$ cat src/rtl/loader_pkg.sv
// Shared types and constants for the ASCII hex word loader.
package loader_pkg;

    localparam int unsigned WORD_SIZE   = 32;
    localparam int unsigned ADDR_W      = 32;
    localparam int unsigned COUNT_W     = 16;
    localparam int unsigned NIBBLE_W    = 4;
    localparam int unsigned DIGIT_CNT_W = 4;
    localparam int unsigned MAX_DIGITS  = WORD_SIZE / NIBBLE_W;

    localparam logic [7:0] CH_AT  = 8'h40;
    localparam logic [7:0] CH_EOT = 8'h04;
    localparam logic [7:0] CH_SP  = 8'h20;
    localparam logic [7:0] CH_TAB = 8'h09;
    localparam logic [7:0] CH_LF  = 8'h0A;
    localparam logic [7:0] CH_CR  = 8'h0D;

    localparam logic [1:0] WRITE_MODE_WORD = 2'b11;
    localparam logic [1:0] WRITE_MODE_IDLE = 2'b00;

    typedef enum logic [2:0] {
        PARSE = 3'd0,
        ADDR  = 3'd1,
        WRITE = 3'd2,
        DONE  = 3'd3,
        ERROR = 3'd4
    } state_e;

    typedef struct packed {
        logic                is_digit;
        logic                is_delim;
        logic                is_at;
        logic                is_eot;
        logic [NIBBLE_W-1:0] nibble;
    } char_class_t;

endpackage

$ cat src/rtl/hex_word_loader_decode.sv
// Classifies one ASCII character; inverse of the nibble-to-ASCII print table.
module ascii_hex_decode
    import loader_pkg::*;
(
    input  logic [7:0]  ascii_data,
    output char_class_t cls_c
);

    always_comb begin
        cls_c = '0;
        if (ascii_data >= 8'h30 && ascii_data <= 8'h39) begin
            cls_c.is_digit = 1'b1;
            cls_c.nibble   = NIBBLE_W'(ascii_data - 8'h30);
        end else if (ascii_data >= 8'h41 && ascii_data <= 8'h46) begin
            cls_c.is_digit = 1'b1;
            cls_c.nibble   = NIBBLE_W'(ascii_data - 8'h37);
        end else if (ascii_data >= 8'h61 && ascii_data <= 8'h66) begin
            cls_c.is_digit = 1'b1;
            cls_c.nibble   = NIBBLE_W'(ascii_data - 8'h57);
        end else begin
            cls_c.is_delim = (ascii_data == CH_SP)  || (ascii_data == CH_TAB) ||
                             (ascii_data == CH_LF)  || (ascii_data == CH_CR);
            cls_c.is_at    = (ascii_data == CH_AT);
            cls_c.is_eot   = (ascii_data == CH_EOT);
        end
    end

endmodule

$ cat src/rtl/hex_word_loader.sv
// Parses an ASCII hex stream ("@addr" directives, words, EOT) into word writes.
module hex_word_loader
    import loader_pkg::*;
#(
    parameter logic [ADDR_W-1:0] MEM_LIMIT  = 32'h0002_0000,
    parameter logic [ADDR_W-1:0] RESET_ADDR = 32'h0000_0000
) (
    input  logic                 clk,
    input  logic                 rst,
    input  logic                 ascii_valid,
    input  logic [7:0]           ascii_data,
    output logic                 ascii_ready,
    input  logic                 mem_done,
    input  logic                 mem_error,
    output logic [1:0]           write_en,
    output logic [ADDR_W-1:0]    memory_address,
    output logic [WORD_SIZE-1:0] write_word,
    output logic [COUNT_W-1:0]   word_count,
    output logic                 load_done,
    output logic                 load_error
);

    state_e                 state_q, state_d;
    logic [WORD_SIZE-1:0]   acc_q, acc_d;
    logic [DIGIT_CNT_W-1:0] cnt_q, cnt_d;
    logic                   eot_pend_q, eot_pend_d;
    logic [ADDR_W-1:0]      addr_q, addr_d;
    logic [WORD_SIZE-1:0]   wword_q, wword_d;
    logic [COUNT_W-1:0]     wcount_q, wcount_d;
    logic [1:0]             wen_q, wen_d;
    logic                   ready_q, ready_d;
    logic                   done_q, done_d;
    logic                   err_q, err_d;

    char_class_t cls_c;
    logic        accept_c;
    logic        cnt_zero_c;
    logic        cnt_full_c;
    logic        write_ok_c;

    ascii_hex_decode u_decode (
        .ascii_data (ascii_data),
        .cls_c      (cls_c)
    );

    assign accept_c   = ascii_valid && ready_q;
    assign cnt_zero_c = (cnt_q == '0);
    assign cnt_full_c = (cnt_q == DIGIT_CNT_W'(MAX_DIGITS));
    // mem_error dominates a simultaneous mem_done
    assign write_ok_c = (state_q == WRITE) && (addr_q < MEM_LIMIT) && !mem_error && mem_done;

    always_ff @(posedge clk or posedge rst) begin
        if (rst) begin
            state_q <= PARSE;
        end else begin
            state_q <= state_d;
        end
    end

    always_comb begin
        state_d = state_q;
        case (state_q)
            PARSE: begin
                if (accept_c) begin
                    if (cls_c.is_digit) begin
                        if (cnt_full_c) state_d = ERROR;
                    end else if (cls_c.is_delim) begin
                        if (!cnt_zero_c) state_d = WRITE;
                    end else if (cls_c.is_at) begin
                        state_d = cnt_zero_c ? ADDR : ERROR;
                    end else if (cls_c.is_eot) begin
                        state_d = cnt_zero_c ? DONE : WRITE;
                    end else begin
                        state_d = ERROR;
                    end
                end
            end
            ADDR: begin
                if (accept_c) begin
                    if (cls_c.is_digit) begin
                        if (cnt_full_c) state_d = ERROR;
                    end else if (cls_c.is_delim) begin
                        if (!cnt_zero_c) state_d = PARSE;
                    end else begin
                        state_d = ERROR;
                    end
                end
            end
            WRITE: begin
                if (addr_q >= MEM_LIMIT || mem_error) begin
                    state_d = ERROR;
                end else if (mem_done) begin
                    state_d = eot_pend_q ? DONE : PARSE;
                end
            end
            default: state_d = state_q;
        endcase
    end

    always_comb begin
        acc_d      = acc_q;
        cnt_d      = cnt_q;
        eot_pend_d = eot_pend_q;
        addr_d     = addr_q;
        wword_d    = wword_q;
        wcount_d   = wcount_q;

        if (accept_c && (state_q == PARSE || state_q == ADDR)) begin
            if (cls_c.is_digit && !cnt_full_c) begin
                acc_d = {acc_q[WORD_SIZE-NIBBLE_W-1:0], cls_c.nibble};
                cnt_d = cnt_q + DIGIT_CNT_W'(1);
            end else if ((cls_c.is_delim || (cls_c.is_eot && state_q == PARSE)) && !cnt_zero_c) begin
                // Short tokens are already zero-extended by the shift-in accumulator
                acc_d = '0;
                cnt_d = '0;
                if (state_q == ADDR) begin
                    addr_d = {acc_q[ADDR_W-1:2], 2'b00};
                end else begin
                    wword_d    = acc_q;
                    eot_pend_d = cls_c.is_eot;
                end
            end
        end

        if (write_ok_c) begin
            addr_d   = addr_q + ADDR_W'(4);
            wcount_d = (wcount_q == '1) ? wcount_q : wcount_q + COUNT_W'(1);
        end

        wen_d   = (state_d == WRITE && addr_d < MEM_LIMIT) ? WRITE_MODE_WORD : WRITE_MODE_IDLE;
        ready_d = (state_d == PARSE) || (state_d == ADDR);
        done_d  = (state_d == DONE);
        err_d   = (state_d == ERROR);
    end

    always_ff @(posedge clk or posedge rst) begin
        if (rst) begin
            acc_q      <= '0;
            cnt_q      <= '0;
            eot_pend_q <= 1'b0;
            addr_q     <= RESET_ADDR;
            wword_q    <= '0;
            wcount_q   <= '0;
            wen_q      <= WRITE_MODE_IDLE;
            ready_q    <= 1'b1;
            done_q     <= 1'b0;
            err_q      <= 1'b0;
        end else begin
            acc_q      <= acc_d;
            cnt_q      <= cnt_d;
            eot_pend_q <= eot_pend_d;
            addr_q     <= addr_d;
            wword_q    <= wword_d;
            wcount_q   <= wcount_d;
            wen_q      <= wen_d;
            ready_q    <= ready_d;
            done_q     <= done_d;
            err_q      <= err_d;
        end
    end

    assign ascii_ready    = ready_q;
    assign write_en       = wen_q;
    assign memory_address = addr_q;
    assign write_word     = wword_q;
    assign word_count     = wcount_q;
    assign load_done      = done_q;
    assign load_error     = err_q;

endmodule
$ cat config.mk
export PLATFORM = sky130hd
export DESIGN_NAME = hex_word_loader
export DESIGN_NICKNAME = d
export VERILOG_FILES = /design/src/rtl/loader_pkg.sv /design/src/rtl/hex_word_loader_decode.sv /design/src/rtl/hex_word_loader.sv
export SDC_FILE = /design/constraint.sdc
export NUM_CORES = 1
export LEC_CHECK = 0
export ABC_AREA = 1
export BUFFER_PORTS_ARGS = -buffer_cell sky130_fd_sc_hd__buf_2
export CORE_MARGIN = 5
export CORE_UTILIZATION = 56
export CTS_CLUSTER_DIAMETER = 30
export DETAILED_ROUTE_END_ITERATION = 8
export GPL_TIMING_DRIVEN = 0
export PLACE_DENSITY_LB_ADDON = 0.25
export SLEW_MARGIN = 20
export SYNTH_ARGS = -nofsm -noshare
export SYNTH_HDL_FRONTEND = slang
export SYNTH_SLANG_ARGS = --single-unit
$ cat constraint.sdc
create_clock -name clk -period 4.6 [get_ports clk]
set_input_delay 0.23 -clock clk [delete_from_list [all_inputs] [get_ports clk]]
set_output_delay 0.23 -clock clk [all_outputs]
set_load 0.05 [all_outputs]
Word-level counts from Yosys, hierarchy flattened

Cells that the tools add are included.

$lt $le $gt $ge: 9
Multiplexer cells: 36
$add $sub $neg: 6
Equal/unequal tests: 14
Bitwise gates (word level): 3
Reduce and logical (&&, ||, !) cells: 29

Operators by type and width:

| operator                                                                        | count |
|---|---|
| 32-bit 2-to-1 mux                                                               | 7 |
| 32-bit by 18-bit less-than comparator with 1-bit output (second input constant) | 2 |
| 3-bit 2-to-1 mux                                                                | 17 |
| 32-bit by 3-bit adder with 32-bit output (second input constant)                | 1 |
| 32-bit by 18-bit >= comparator with 1-bit output (second input constant)        | 1 |
| 8-bit by 4-bit == test with 1-bit output (second input constant)                | 3 |
| 4-bit 2-to-1 mux                                                                | 5 |
| 16-bit by 1-bit adder with 16-bit output (second input constant)                | 1 |
| 16-bit == test (second input constant)                                          | 1 |
| 8-bit by 7-bit >= comparator with 1-bit output (second input constant)          | 2 |
| 8-bit by 7-bit <= comparator with 1-bit output (second input constant)          | 2 |
| 1-bit logical AND                                                               | 12 |
| 3-bit by 2-bit == test with 1-bit output (second input constant)                | 3 |
| 3-bit case mux with 3 select lines                                              | 1 |
| 8-bit by 3-bit == test with 1-bit output (second input constant)                | 1 |
| 8-bit by 6-bit == test with 1-bit output (second input constant)                | 1 |
| 8-bit by 7-bit == test with 1-bit output (second input constant)                | 1 |
| 8-bit by 6-bit >= comparator with 1-bit output (second input constant)          | 1 |
| 8-bit by 6-bit <= comparator with 1-bit output (second input constant)          | 1 |
| 4-bit by 3-bit subtractor with 4-bit output (second input constant)             | 2 |
| 1-bit logical OR                                                                | 7 |
| 3-bit by 1-bit == test with 1-bit output (second input constant)                | 2 |
| 3-bit zero test                                                                 | 2 |
| 4-bit by 1-bit adder with 4-bit output (second input constant)                  | 1 |
| other kinds (11)                                                                | 20 |

Output and inout port bits: 85
Input bits: 13
Bits in registers: 125
Logic and storage cells: 108

Depth between registers and ports, before layout

Depth after elaboration: 17
Gate-level depth with buffers: 16

Hierarchy

From an unflattened synthesis, not the netlist that was laid out.

Cell total of the unflattened synthesis: 684
Area, all modules: 5833.1 µm²

Modules (own cells, without submodules):

| module           | sequential area each (µm²) | area each (µm²) | cells each | instances |
|---|---|---|---|---|
| hex_word_loader  | 3054.2                     | 5574.1          | 641        | 1 |
| ascii_hex_decode | 0.0                        | 259.0           | 43         | 1 |

Worst setup path before layout

OpenSTA, ideal clock, no wires.

Path kind: register -> register
Start point: register addr_q[22], in the netlist memory_address[22]
End point: register wcount_q[15], in the netlist word_count[15]
Data required time: 4476 ps
Cell stages (with the launch flop): 14
Arrival time: 2076 ps
Buffers on the path: 0
Path slack: 2401 ps
Period minus slack after synthesis: 2199 ps
Cell sequence: dfrtp_1 > nor2_1 > nand3_1 > nor2_1 > nand2_1 > nor2_4 > inv_4 > a21oi_4 > nand2_4 > nor2_4 > nand2_2 > nor2_4 > nand3_2 > xor2_1

Word-level cells in the longest chain between the ends: 5

Ends and longest elaborated chain:

| what                                                    | line                   | text |
|---|---|---|
| start: declaration                                      | hex_word_loader.sv:27  | `logic [ADDR_W-1:0] addr_q, addr_d;` |
| start signal: assignment                                | hex_word_loader.sv:152 | `addr_q <= addr_d;` |
| 32-bit by 18-bit less-than comparator with 1-bit output | hex_word_loader.sv:50  | `assign write_ok_c = (state_q == WRITE) && (addr_q < MEM_LIMIT) && !mem_error && mem_done;` |
| 1-bit logical AND (3 in series)                         | hex_word_loader.sv:50  |  |
| 2-bit AND reduction (no line)                           | n/a                    |  |
| end signal: assignment                                  | hex_word_loader.sv:154 | `wcount_q <= wcount_d;` |
| end: declaration                                        | hex_word_loader.sv:29  | `logic [COUNT_W-1:0] wcount_q, wcount_d;` |

No other way between the ends.
A chain may end at the register's enable or synchronous reset.

Worst setup path in the final report

Start point: register addr_q[17], in the netlist memory_address[17]
End point: register addr_q[7], in the netlist memory_address[7]

Word-level cells in the longest chain between the ends: 5

Ends and longest elaborated chain:

| what                                                    | line                   | text |
|---|---|---|
| 32-bit by 18-bit less-than comparator with 1-bit output | hex_word_loader.sv:50  |  |
| 1-bit logical AND (3 in series)                         | hex_word_loader.sv:50  |  |
| 32-bit 2-to-1 mux                                       | hex_word_loader.sv:125 | `if (write_ok_c) begin` |

No other way between the ends.

==> results.py <==
metrics = {
    "route": {
        "detail_route.wirelength_um": 15000,
        "drt_iter0_markers": 445,
        "detail_route.wl_per_cell_um": 15.7,
        "final_antenna_net_count": 0,
        "route.vias.total": 5138,
        "pre_repair_dr_iteration_count": 5,
        "remaining_drc_errors": 0,
        "via_per_inst": 5.38,
    },
    "placement": {
        "place_area_mm2": 0.00653,
        "routability_cong": 0.881,
        "placement.io_buffers": 95,
        "dpl.hpwl_um": 10900,
        "post-place-cells": 924,
    },
    "timing": {
        "fin_tns_setup_ns": 0,
        "report.final.slew_viol_count": 0,
        "tightest_slew_ns": 0.589,
        "timing.max_slew.rel_slack": 0.606,
        "setup_viol": 0,
        "fin_worst_skew_ns": 0.00777,
        "minimum_clock_period_ns": 2.51,
        "fmax_mhz": 399,
        "grt_setup_unrepaired": "no",
        "hold_violations": 0,
        "timing.final.crit_share": 0.545,
    },
    "worst_setup_path": {
        "critical_path_buf_inv_count": 3,
        "worst_path_most_repeated_cell": "nor2_1",
        "regToRegSetupSlack_ns": 2.09,
        "worst_r2r_path_depth": 10,
        "r2r-start": "memory_address[17]",
        "rr_endpoint": "memory_address[7]",
        "worst_ep_required_time_ns": 4.99,
        "critPathKind": "flip-flop to flip-flop",
        "critPathLaunchType": "flip-flop",
        "slowest_stage": "dfrtp_1",
        "critical_path_arrival_ns": 2.90,
        "critical_path_peak_fanout": 10,
        "slowest_delay_ns": 0.42,
        "critPathTopFamily": "simple AND/OR/NAND/NOR gates",
        "critPathCaptureType": "flip-flop",
        "crit_chain": "nor2_1 > nand3_1 > nor2_1 > nand2_1 > nor2_4 > inv_4 > clkbuf_1 > buf_2 > o31ai_1 > o21ai_0",
    },
    "pwr": {
        "cell_internal_pwr_uw": 2200,
        "seq_power_share": 0.419,
        "comb_power_share": 0.132,
        "leakagePower_uw": 0.00384,
        "netSwitchingFraction": 0.272,
        "power_density_mw_per_mm2": 424,
        "vdd.ir_drop.worst_mv": 0.332,
        "clock_power_share": 0.450,
        "power.switching_uw": 824,
    },
    "synthesis": {
        "netlist_area_mm2": 0.00585,
        "ys_seq_area_frac": 0.522,
        "synth_instances": 691,
        "netlist.top_cell.by_area": "dfrtp_1",
        "netlist-cell-type-count": 45,
        "ys_dominant_reg_cell": "dfrtp_1",
        "top_cell_type_s_share_of_synthesized_area": 0.518,
        "ys_seq_elements": 122,
        "yosysWarningCount": 0,
        "async_reset_ff_frac": 1.00,
        "synth_enable_flop_cells": 0,
        "netlist_top_cells_area": "dfrtp_1 (52%), nand2_1 (8.6%), inv_1 (7.2%)",
        "synthesis.area_per_instance_um2": 8.46,
    },
    "min_path": {
        "timing.hold.worst.class": "input pin to flip-flop",
        "whs_endpoint": "acc_q[3]",
        "hold_start": "ascii_data[3]",
        "min_delay_path_depth": 3,
    },
    "die": {
        "die_x_um": 112,
        "rows": 37,
        "fp.dieArea_mm2": 0.0126,
        "start_util": 0.569,
        "num_io_pins": 98,
        "design.core.area_mm2": 0.0103,
        "die_ht_um": 112,
    },
    "final_layout": {
        "most-common-layout-cells": "nand2_1 (134), dfrtp_1 (121), inv_1 (111), buf_2 (101), nor2_1 (57)",
        "num-fill-cells": 834,
        "final_layout_net_count": 831,
        "stdcell_area_mm2": 0.00714,
        "layout_commonest_cell": "nand2_1",
        "layout_cell_share_with_drive_strength_beyond_1": 0.193,
        "layout.core_utilization": 0.694,
        "antenna_diode_count": 0,
        "area_growth_syn_to_layout_pct": 22.0,
        "instances_no_fill": 955,
    },
    "clock_network": {
        "clock_tree.buffer_depth": 2,
        "htreeDepth": 4,
        "cts_tree": "built",
        "clock_slew_seen_by_the_registers_of_the_worst_setup_and_hold_paths_ns": 0.06,
        "ctsRootBufferMaster": "clkbuf_8",
        "insertion_delay_ns": 0.53,
        "tritoncts.num_buffers": 17,
        "numClockSinks": 122,
    },
    "grt": {
        "via_count_of_the_first_global_routing_pass": 5215,
        "grt_util_all_layers": 0.256,
        "grt_pass1_wl_um": 25700,
        "antenna_found_initial": 0,
        "grt_remaining_overflow": 0,
        "maximum_number_of_pins_on_one_net_before_global_route_repair": 83,
    },
    "outcome": {
        "status": "completed",
    },
    "run": {
        "max-cap-violations": 0,
    },
}
==> power by group through the flow <==
stage	clock network (uW)	registers (uW)	logic, uW
global placement	0	1280	380
floorplan	0	1340	202
detailed placement	0	1280	393
finish	1360	1270	398
CTS	1370	1260	397
global route	1430	1280	444
==> synth_stat cells (2+ instances only) <==
| cell | count |
|---|---|
| nand2_1 | 134 |
| dfrtp_1 | 121 |
| inv_1 | 112 |
| nor2_1 | 57 |
| nand3_1 | 44 |
| o21ai_0 | 39 |
| o22ai_1 | 32 |
| o21ai_1 | 19 |
| a21oi_1 | 16 |
| xor2_1 | 12 |
| clkbuf_1 | 11 |
| ha_1 | 10 |
| inv_2 | 8 |
| nand4_1 | 8 |
| nor3_1 | 8 |
| buf_2 | 6 |
| xnor2_1 | 6 |
| nand3b_1 | 4 |
| o211ai_1 | 4 |
| buf_4 | 3 |
| nand2_2 | 3 |
| nor2_4 | 3 |
| o221ai_1 | 3 |
| o31ai_1 | 3 |
| a31oi_1 | 2 |
| nand3_2 | 2 |
| or2_1 | 2 |
| or2_2 | 2 |
==> what timing repair did <==
action	in CTS	in global routing
hold endpoints to repair	40	0
setup buffers	0	0
gates resized for setup	0	0
hold buffers	1	0
==> cell type report <==
class                           count  area, um^2  share of cell area
Buffer                             20        93.8              0.0131
Timing Repair Buffer               97         513              0.0719
Sequential cell                   122        3050               0.428
Inverter                          121         462              0.0647
Clock buffer                       22         453              0.0635
Clock inverter                      8         144              0.0202
Multi-Input combinational cell    429        2250               0.315
Tap cell                          136         170              0.0238
==> tightest hold or removal path: stages <==
cell and delay [ns]:
buf_2 0.13, o2111ai_1 0.13, o21ai_0 0.08
==> how the worst max path moves through the flow <==
stage                                   end  slack (ns)  depth (start not counted)                from
after floorplan                    acc_q[0]        1.13                          1                 rst
after global placement           load_error       -0.13                          2                 rst
after detailed placement           cnt_q[1]        2.15                         13       ascii_data[1]
after CTS                 memory_address[7]        2.13                         10  memory_address[17]
after global routing      memory_address[6]        1.87                         10  memory_address[17]
final                     memory_address[7]        2.09                         10  memory_address[17]
==> per-layer routing <==
| metal | up-vias | track usage | share of wire | routed length (um) |
|---|---|---|---|---|
| met5 | - | 0 | 0 | 0 |
| met4 | 0 | 0.0889 | 0.020 | 297 |
| met3 | 32 | 0.0755 | 0.065 | 976 |
| met2 | 189 | 0.413 | 0.48 | 7270 |
| met1 | 2445 | 0.333 | 0.43 | 6480 |
| li1 | 2472 | - | - | - |
==> stage by stage <==
step	setup slack [ns]	power, uW	hold WS [ns]
global route	1.87	3160	0.0727
global placement	-0.134	1660	0.467
finish	2.09	3020	0.0828
CTS	2.13	3030	0.0566
floorplan	1.13	1550	0.427
detailed placement	2.15	1670	0.259
==> registers in the layout, indices dropped and copies added, names as in the netlist <==
register        count
load_error          1
ascii_ready         1
state_q             3
load_done           1
acc_q              32
word_count         16
cnt_q               4
write_word         32
eot_pend_q          1
memory_address     30
write_en            1
==> kinds of logic (layout without fill, tap and decap cells) <==
kind of cell    Yosys count  after routing  share of synthesized area
mux                       1              1                    0.00193
flops                   122            122                      0.522
xor+xnor                 18             18                     0.0270
compound gates          127            127                      0.127
simple gates            271            271                      0.205
other cells               1              2                   0.000641
buf+inv                 141            268                     0.0941
fa+ha+maj                10             10                     0.0214
No activity file was read; power rests on OpenSTA's default activity.
